$ cat src/rtl/stopwatch_pkg.sv
// Shared types and constants for the stopwatch display path: digit indices, segment and
// anode patterns, and the six-digit BCD bundle.
package stopwatch_pkg;

  localparam int unsigned NUM_DIGITS = 6;

  localparam logic [2:0] IDX_CENT = 3'd0;
  localparam logic [2:0] IDX_DEC  = 3'd1;
  localparam logic [2:0] IDX_USEC = 3'd2;
  localparam logic [2:0] IDX_DSEC = 3'd3;
  localparam logic [2:0] IDX_UMIN = 3'd4;
  localparam logic [2:0] IDX_DMIN = 3'd5;

  // Segment order is {g,f,e,d,c,b,a}, all active-low.
  localparam logic [6:0] SEG_BLANK = 7'b1111111;
  localparam logic [6:0] SEG_DASH  = 7'b0111111;

  localparam logic [NUM_DIGITS-1:0] ANODE_OFF = '1;

  typedef logic [3:0] bcd_t;

  typedef struct packed {
    bcd_t dmin;
    bcd_t umin;
    bcd_t dsec;
    bcd_t usec;
    bcd_t dec;
    bcd_t cent;
  } digits_t;

  // Active-low one-hot anode for a digit index.
  function automatic logic [NUM_DIGITS-1:0] anode_onehot(input logic [2:0] idx);
    logic [NUM_DIGITS-1:0] onehot;
    onehot = '0;
    onehot[idx] = 1'b1;
    return ~onehot;
  endfunction

endpackage

$ cat src/rtl/bcd_to_seg7.sv
// Combinational BCD to active-low 7-segment decoder; non-decimal codes show a dash.
module bcd_to_seg7
  import stopwatch_pkg::*;
(
  input  logic [3:0] i_bcd,
  output logic [6:0] o_seg
);

  always_comb begin
    o_seg = SEG_DASH;
    case (i_bcd)
      4'd0:    o_seg = 7'b1000000;
      4'd1:    o_seg = 7'b1111001;
      4'd2:    o_seg = 7'b0100100;
      4'd3:    o_seg = 7'b0110000;
      4'd4:    o_seg = 7'b0011001;
      4'd5:    o_seg = 7'b0010010;
      4'd6:    o_seg = 7'b0000010;
      4'd7:    o_seg = 7'b1111000;
      4'd8:    o_seg = 7'b0000000;
      4'd9:    o_seg = 7'b0010000;
      default: o_seg = SEG_DASH;
    endcase
  end

endmodule

$ cat src/rtl/stopwatch_display_mux.sv
// Six-digit multiplexed 7-segment driver for the stopwatch with lap freeze and paused blink.
// Define STOPWATCH_LEADING_ZERO_BLANK_EN to suppress leading zero minute digits.
module stopwatch_display_mux
  import stopwatch_pkg::*;
#(
  parameter int unsigned SCAN_DIV  = 50000,
  parameter int unsigned BLINK_DIV = 12500000
) (
  input  logic                  clk,
  input  logic                  rst,
  input  logic                  stay,
  input  logic                  lap,
  input  logic [3:0]            centesimas,
  input  logic [3:0]            decimas,
  input  logic [3:0]            unidades_segundo,
  input  logic [2:0]            decenas_segundo,
  input  logic [3:0]            unidades_minuto,
  input  logic [2:0]            decenas_minuto,
  output logic [NUM_DIGITS-1:0] an,
  output logic [6:0]            seg,
  output logic                  dp,
  output logic                  frozen
);

  localparam int unsigned SCAN_W  = (SCAN_DIV > 1) ? $clog2(SCAN_DIV) : 1;
  localparam int unsigned BLINK_W = (BLINK_DIV > 1) ? $clog2(BLINK_DIV) : 1;

  logic [SCAN_W-1:0]     r_scan_cnt;
  logic [2:0]            r_idx;
  logic [BLINK_W-1:0]    r_blink_cnt;
  logic                  r_blink_phase;
  logic                  r_frozen;
  digits_t               r_snap;
  logic [NUM_DIGITS-1:0] r_an;
  logic [6:0]            r_seg;
  logic                  r_dp;

  digits_t               w_live;
  digits_t               w_src;
  bcd_t                  w_digit;
  logic [6:0]            w_seg;
  logic                  w_scan_wrap;
  logic                  w_blink_wrap;
  logic                  w_blinking;
  logic [NUM_DIGITS-1:0] w_an_d;
  logic [6:0]            w_seg_d;
  logic                  w_dp_d;

  always_comb begin
    w_live      = '0;
    w_live.cent = centesimas;
    w_live.dec  = decimas;
    w_live.usec = unidades_segundo;
    w_live.dsec = {1'b0, decenas_segundo};
    w_live.umin = unidades_minuto;
    w_live.dmin = {1'b0, decenas_minuto};
  end

  assign w_src        = r_frozen ? r_snap : w_live;
  assign w_scan_wrap  = (r_scan_cnt == SCAN_W'(SCAN_DIV - 1));
  assign w_blink_wrap = (r_blink_cnt == BLINK_W'(BLINK_DIV - 1));
  // A paused display of all zeros is left steady; there is nothing to draw attention to.
  assign w_blinking   = !stay && !r_frozen && (w_live != '0);

  always_comb begin
    w_digit = w_src.cent;
    unique case (r_idx)
      IDX_CENT: w_digit = w_src.cent;
      IDX_DEC:  w_digit = w_src.dec;
      IDX_USEC: w_digit = w_src.usec;
      IDX_DSEC: w_digit = w_src.dsec;
      IDX_UMIN: w_digit = w_src.umin;
      IDX_DMIN: w_digit = w_src.dmin;
      default:  w_digit = w_src.cent;
    endcase
  end

  bcd_to_seg7 u_bcd_to_seg7 (
    .i_bcd (w_digit),
    .o_seg (w_seg)
  );

  always_comb begin
    w_an_d  = anode_onehot(r_idx);
    w_seg_d = w_seg;
    w_dp_d  = !((r_idx == IDX_USEC) || (r_idx == IDX_UMIN));
`ifdef STOPWATCH_LEADING_ZERO_BLANK_EN
    if ((r_idx == IDX_DMIN) && (w_src.dmin == 4'd0)) begin
      w_an_d = ANODE_OFF;
    end
    if ((r_idx == IDX_UMIN) && (w_src.dmin == 4'd0) && (w_src.umin == 4'd0)) begin
      w_an_d = ANODE_OFF;
      w_dp_d = 1'b1;
    end
`endif
    if (w_blinking && r_blink_phase) begin
      w_an_d  = ANODE_OFF;
      w_seg_d = SEG_BLANK;
      w_dp_d  = 1'b1;
    end
  end

  always_ff @(posedge clk) begin
    if (rst) begin
      r_scan_cnt    <= '0;
      r_idx         <= IDX_CENT;
      r_blink_cnt   <= '0;
      r_blink_phase <= 1'b0;
      r_frozen      <= 1'b0;
      r_snap        <= '0;
      r_an          <= ANODE_OFF;
      r_seg         <= SEG_BLANK;
      r_dp          <= 1'b1;
    end else begin
      r_scan_cnt <= w_scan_wrap ? '0 : r_scan_cnt + SCAN_W'(1);
      if (w_scan_wrap) begin
        r_idx <= (r_idx == IDX_DMIN) ? IDX_CENT : r_idx + 3'd1;
      end
      r_blink_cnt <= w_blink_wrap ? '0 : r_blink_cnt + BLINK_W'(1);
      if (w_blink_wrap) begin
        r_blink_phase <= ~r_blink_phase;
      end
      if (lap) begin
        if (!r_frozen) begin
          r_snap   <= w_live;
          r_frozen <= 1'b1;
        end else begin
          r_frozen <= 1'b0;
        end
      end
      r_an  <= w_an_d;
      r_seg <= w_seg_d;
      r_dp  <= w_dp_d;
    end
  end

  assign an     = r_an;
  assign seg    = r_seg;
  assign dp     = r_dp;
  assign frozen = r_frozen;

endmodule

$ cat config.mk
export PLATFORM = sky130hd
export DESIGN_NAME = stopwatch_display_mux
export DESIGN_NICKNAME = d
export VERILOG_FILES = /design/src/rtl/stopwatch_pkg.sv /design/src/rtl/bcd_to_seg7.sv /design/src/rtl/stopwatch_display_mux.sv
export SDC_FILE = /design/constraint.sdc
export NUM_CORES = 1
export LEC_CHECK = 0
export CAP_MARGIN = 10
export CORE_UTILIZATION = 40
export DETAILED_ROUTE_END_ITERATION = 10
export SKIP_LAST_GASP = 1
export SYNTH_ARGS = -nofsm -noshare
export SYNTH_HDL_FRONTEND = slang
export SYNTH_HIERARCHICAL = 1
export SYNTH_SLANG_ARGS = --single-unit
$ cat constraint.sdc
create_clock -name clk -period 2.89 [get_ports clk]
set_input_delay 0.867 -clock clk [delete_from_list [all_inputs] [get_ports clk]]
set_output_delay 0.867 -clock clk [all_outputs]
set_load 0.01 [all_outputs]
**After elaboration in Yosys (flattened, before gate mapping)**

Memory sizes are Yosys's and may differ from the RTL's. A register that Yosys moved wholly into a read port is not among the register bits.
Index checks and enable logic that the tools add are counted.

- Add/subtract/negate cells: 3
- $lt $le $gt $ge: 2
- Equal/unequal tests: 7
- Mux-type cells: 6
- Bitwise operators: 2
- Reduce and logical (&&, ||, !) cells: 12

Operator list:

| operator | count |
|---|---|
| 24-bit by 1-bit adder with 24-bit output, second input constant | 1 |
| 24-bit == test, second input constant | 1 |
| 24-bit 2-to-1 mux | 1 |
| 24-bit nonzero test | 1 |
| 4-bit case mux with 5 select lines | 1 |
| 16-bit by 1-bit adder with 16-bit output, second input constant | 1 |
| 16-bit == test, second input constant | 1 |
| 3-bit by 2-bit == test with 1-bit output, second input constant | 2 |
| 3-bit == test, second input constant | 2 |
| 6-bit NOT | 1 |
| 2-bit OR reduction | 3 |
| 1-bit logical AND | 4 |
| 3-bit by 4-bit < comparator with 1-bit output, second input constant | 1 |
| 3-bit by 1-bit adder with 3-bit output, second input constant | 1 |
| 1-bit demux with 3-bit select | 1 |
| 3-bit by 1-bit == test with 1-bit output, second input constant | 1 |
| 3-bit by 1-bit greater-or-equal comparator with 1-bit output, second input constant | 1 |
| 1-bit logical NOT | 3 |
| 3-bit 2-to-1 mux | 1 |
| 1-bit 2-to-1 mux | 2 |
| 1-bit logical OR | 1 |
| 1-bit NOT | 1 |

- Bits in registers: 76
- Bits in read-only memories: 112
- Bits of input ports: 26
- Output and inout bits: 15
- Logic and storage cells: 46
- Memories kept: 1

Memories:

| name | depth | width | rd ports | clocked after Yosys merged registers in | wr ports | line | text |
|---|---|---|---|---|---|---|---|
| (name not given) | 16 | 7 | 1 | 1 | 0 | bcd_to_seg7.sv:11 | `case (i_bcd)` |

**Depth between registers and ports, before layout**

- Word-level depth: 5
- Depth in mapped cells: 15
- Gate-level depth less buffers: 13

**Hierarchy**

The synthesis kept the hierarchy.

Modules (own cells, without submodules):

| module | times used | cells each | area each (µm²) | sequential area each (µm²) |
|---|---|---|---|---|
| stopwatch_display_mux | 1 | 457 | 3898.7 | 1661.6 |
| bcd_to_seg7 | 1 | 31 | 224.0 | 0.0 |

**Worst setup path after synthesis**

OpenSTA, ideal clock, no wires.

- Path kind: reg2reg
- From: register r_idx[1]
- To: register r_seg[4], in the netlist seg[4]
- Setup time: 0.063 ns
- Arrival: 2.830 ns
- Data required time: 2.827 ns
- Path slack: -0.003 ns
- Stages on the path, launching flop included: 14
- Buffers on the path: 2
- Clock period less this slack: 2.893 ns
- Cell sequence: dfxtp_1 > clkbuf_1 > clkbuf_1 > inv_1 > ha_1 > o22ai_1 > a2111oi_0 > nor3_1 > inv_1 > ha_1 > or2b_1 > a31oi_1 > inv_1 > nand3_1

- Cells in the longest elaborated chain, start to end: 2
- Elaborated cells between the ends (all ways): 6
- Classes of those cells: eq/ne: 5; mux: 1

RTL lines:

| item | line | text |
|---|---|---|
| start: declaration | stopwatch_display_mux.sv:29 | `logic [2:0] r_idx;` |
| start signal: assignment | stopwatch_display_mux.sv:117 | `r_idx <= (r_idx == IDX_DMIN) ? IDX_CENT : r_idx + 3'd1;` |
| 3-bit == test, or another cell as far along | stopwatch_display_mux.sv:67 | `unique case (r_idx)` |
| 4-bit case mux with 5 select lines (*) | stopwatch_display_mux.sv:67 |  |
| via w_digit[1] | stopwatch_display_mux.sv:40 | `bcd_t w_digit;` |
| end: declaration | stopwatch_display_mux.sv:35 | `logic [6:0] r_seg;` |

The timed path passes the listed nets; every way through them passes the cells marked *.
A chain may end at the register's enable or synchronous reset.

**Worst setup path in the final report**

- From: input port decenas_segundo[1]
- To: register r_seg[2], in the netlist seg[2]

- Elaborated cells between the ends (all ways): 6
- Classes of those cells: mux: 2; reduce/logical: 4

RTL lines:

| item | line | text |
|---|---|---|
| start: declaration | stopwatch_display_mux.sv:16 | `input logic [2:0] decenas_segundo,` |
| 24-bit 2-to-1 mux | -- |  |
| 4-bit case mux with 5 select lines | stopwatch_display_mux.sv:67 |  |
| via w_digit[1] | stopwatch_display_mux.sv:40 |  |

The timed path passes the listed nets, and every way through them passes these cells.

==> impl_metrics.ini <==
[status]
status = complete, no violations

[sta]
finClkSkew_ns = 0.0123
finalSetupViolCount = 0
hold_viol = 0
fmax_ghz = 0.362
period_needed_ns = 2.76
tns_ns = 0
max_slew_margin = 0.624
whs_ns = 0.456
fin_ws_ns = 0.128
timing.final.crit_share = 0.956
tightestPinTransition_ns = 0.563
report.final.slew_viol_count = 0

[logic_synthesis]
synthesis.area_um2 = 4120
synth.ff_latch_count = 83
ys_async_sr_fraction = 0
synthFlopType = dfxtp_1
yosysTopAreaCellShare = 0.403
ys.warnings.count = 6
avgSynthCellArea_um2 = 8.45
synth_edf_count = 0
syn-num-nets = 525
synth.largest_area_cell = dfxtp_1
seq_area_frac_synth = 0.403
synth_cells = 488
yosysUniqueCellTypes = 56
synth_area_leaders = dfxtp_1, nand2_1, a21oi_1

[setup_path]
worstPathMaxFanout = 5
r2r_slack_ns = 0.21
r2r-end = seg[2]
critPathLaunchType = primary input
crit_arrival_ns = 3.00
crit_start = decenas_segundo[1]
r2r_start = frozen
endpoint = seg[2]
r2r_cells = 10
required_ns = 3.13
crit_path_end_kind = register
critPathKind = primary input to register

[run]
drv_cap = 0

[route]
routedWlPerCell_um = 13.8
detailroute.via_count = 3580
drt_iter0_drc = 192
antenna_left = 0
totalWireLength_mm = 9.38
viasPerCell = 5.26
dr.pass1.iters = 4
remaining_drc_errors = 0

[placement]
port_buffers = 40
place_congestion = 0.842
dp.cells = 665
dp.final_hpwl_mm = 6.76
placed_cell_area_um2 = 4790
dpl_worst_slack_ns = -0.259

[hold_path]
hold_path_class = register to register
hp-start = r_snap[3]
hold_path_depth = 2

[power_and_ir_drop]
peakVddDrop_mv = 0.294
leakage_nw = 1.85
power_per_cell_area_nw_per_um2 = 477

[final_layout]
final_nets = 581
ff_latch_area_um2 = 1660
fill_cells = 935
final_cell_mix = dfxtp_1, nand2_1, a21oi_1
antennaDiodeCount = 0
instances_no_fill = 681
final_common_cell = dfxtp_1
area_delta_synth_final_pct = 21.9
drive_gt1_frac = 0.111
multi_input_comb_area_um2 = 2230
final_cell_area_um2 = 5020

[clocking]
cts_setup_buffers = 0
htree_levels = 3
clk_latency_ns = 0.36
cts_tree = yes
clock-root-buffer = clkbuf_8
cts_hold_buf = 0
numCtsBuffers = 9
cts.path.max_buffers = 2
clock-sinks = 83
clk_pin_slew_ns = 0.08
cts_resized = 0

[floorplan]
core_um2 = 9860
boundaryPins = 41
num_rows = 36
die_w_um = 104
start_util = 0.418
dieArea_um2 = 10700
die_h_um = 104

[global_routing]
antenna_found_initial = 0
grt.overflow.total = 0
grt_max_degree = 26
first_global_vias = 3427
track_usage = 0.185
grt_pass1_wl_mm = 16.2
sequential cells by signal (all words and copies together), names as in the netlist:
signal / count
seg: 7
r_blink_cnt: 24
dp: 1
r_snap: 24
r_scan_cnt: 16
an: 6
r_idx: 3
frozen: 1
r_blink_phase: 1
worst min-delay path by stage:
stage	endpoint	slack, ns
finish	r_snap[3]	0.46
floorplan	r_scan_cnt[0]	0.43
global route	r_snap[3]	0.47
detailed placement	r_snap[20]	0.45
global placement	r_scan_cnt[0]	0.44
CTS	r_snap[3]	0.46
layer usage:
layer,global-route usage,wire (um)
met5,0,0
met4,0.0756,134
met3,0.0434,359
met2,0.293,4300
met1,0.243,4580
critical path: stages:
cell,delay (ns)
clkdlybuf4s50_1,0.43
mux2i_1,0.19
o22ai_1,0.12
a2111oi_1,0.41
buf_4,0.19
nor3_1,0.05
buf_4,0.16
ha_1,0.19
nor3b_1,0.14
a21o_1,0.15
inv_1,0.05
nand3_1,0.06
per-stage QoR:
step | total power, mW | utilization
finish | 2.40 | 0.509
global route | 2.51 | 0.509
global placement | 1.50 | 0.486
CTS | 2.43 | 0.508
floorplan | 1.38 | -
detailed placement | 1.51 | 0.486
cell usage after synthesis (3+ instances only):
cell       n
nor3b_1    6
buf_6      5
mux2i_1   11
nand4_1   19
nand2_1   62
o21ai_0    9
nand2b_1   5
nor4_1     7
nor2b_1    3
xor2_1    18
nor2_1    34
nor3_1     7
xnor2_1    7
and4_1     8
and3b_1    4
nand3_1   21
o22ai_1    5
or4_1      8
and3_1     6
nand3b_1  12
buf_2      5
o31ai_1    8
dfxtp_1   83
inv_1     19
clkbuf_1  20
a21oi_1   45
ha_1      11
or3_1      6
logic make-up after synthesis:
group,synth area share
AND/OR/NAND/NOR,0.293
AO/OA/AOI/OAI,0.125
flip-flops,0.403
buffers and inverters,0.0571
XOR/XNOR,0.0531
multiplexers,0.0349
adder cells (fa/ha/maj),0.0334
layout make-up:
cell class                      count  share of cell area
Clock buffer                       11              0.0281
Clock inverter                      4              0.0149
Inverter                           20              0.0149
Multi-Input combinational cell    354               0.444
Sequential cell                    83               0.331
Tap cell                          133              0.0331
Timing Repair Buffer               76               0.134
power by group:
group          switching, mW  internal, mW  total (mW)
Clock                  0.410         0.506       0.915
Sequential            0.0227          1.18        1.20
Combinational          0.135         0.142       0.278
Total                  0.568          1.83        2.40
Note: power is estimated with default switching activity, not from simulation.
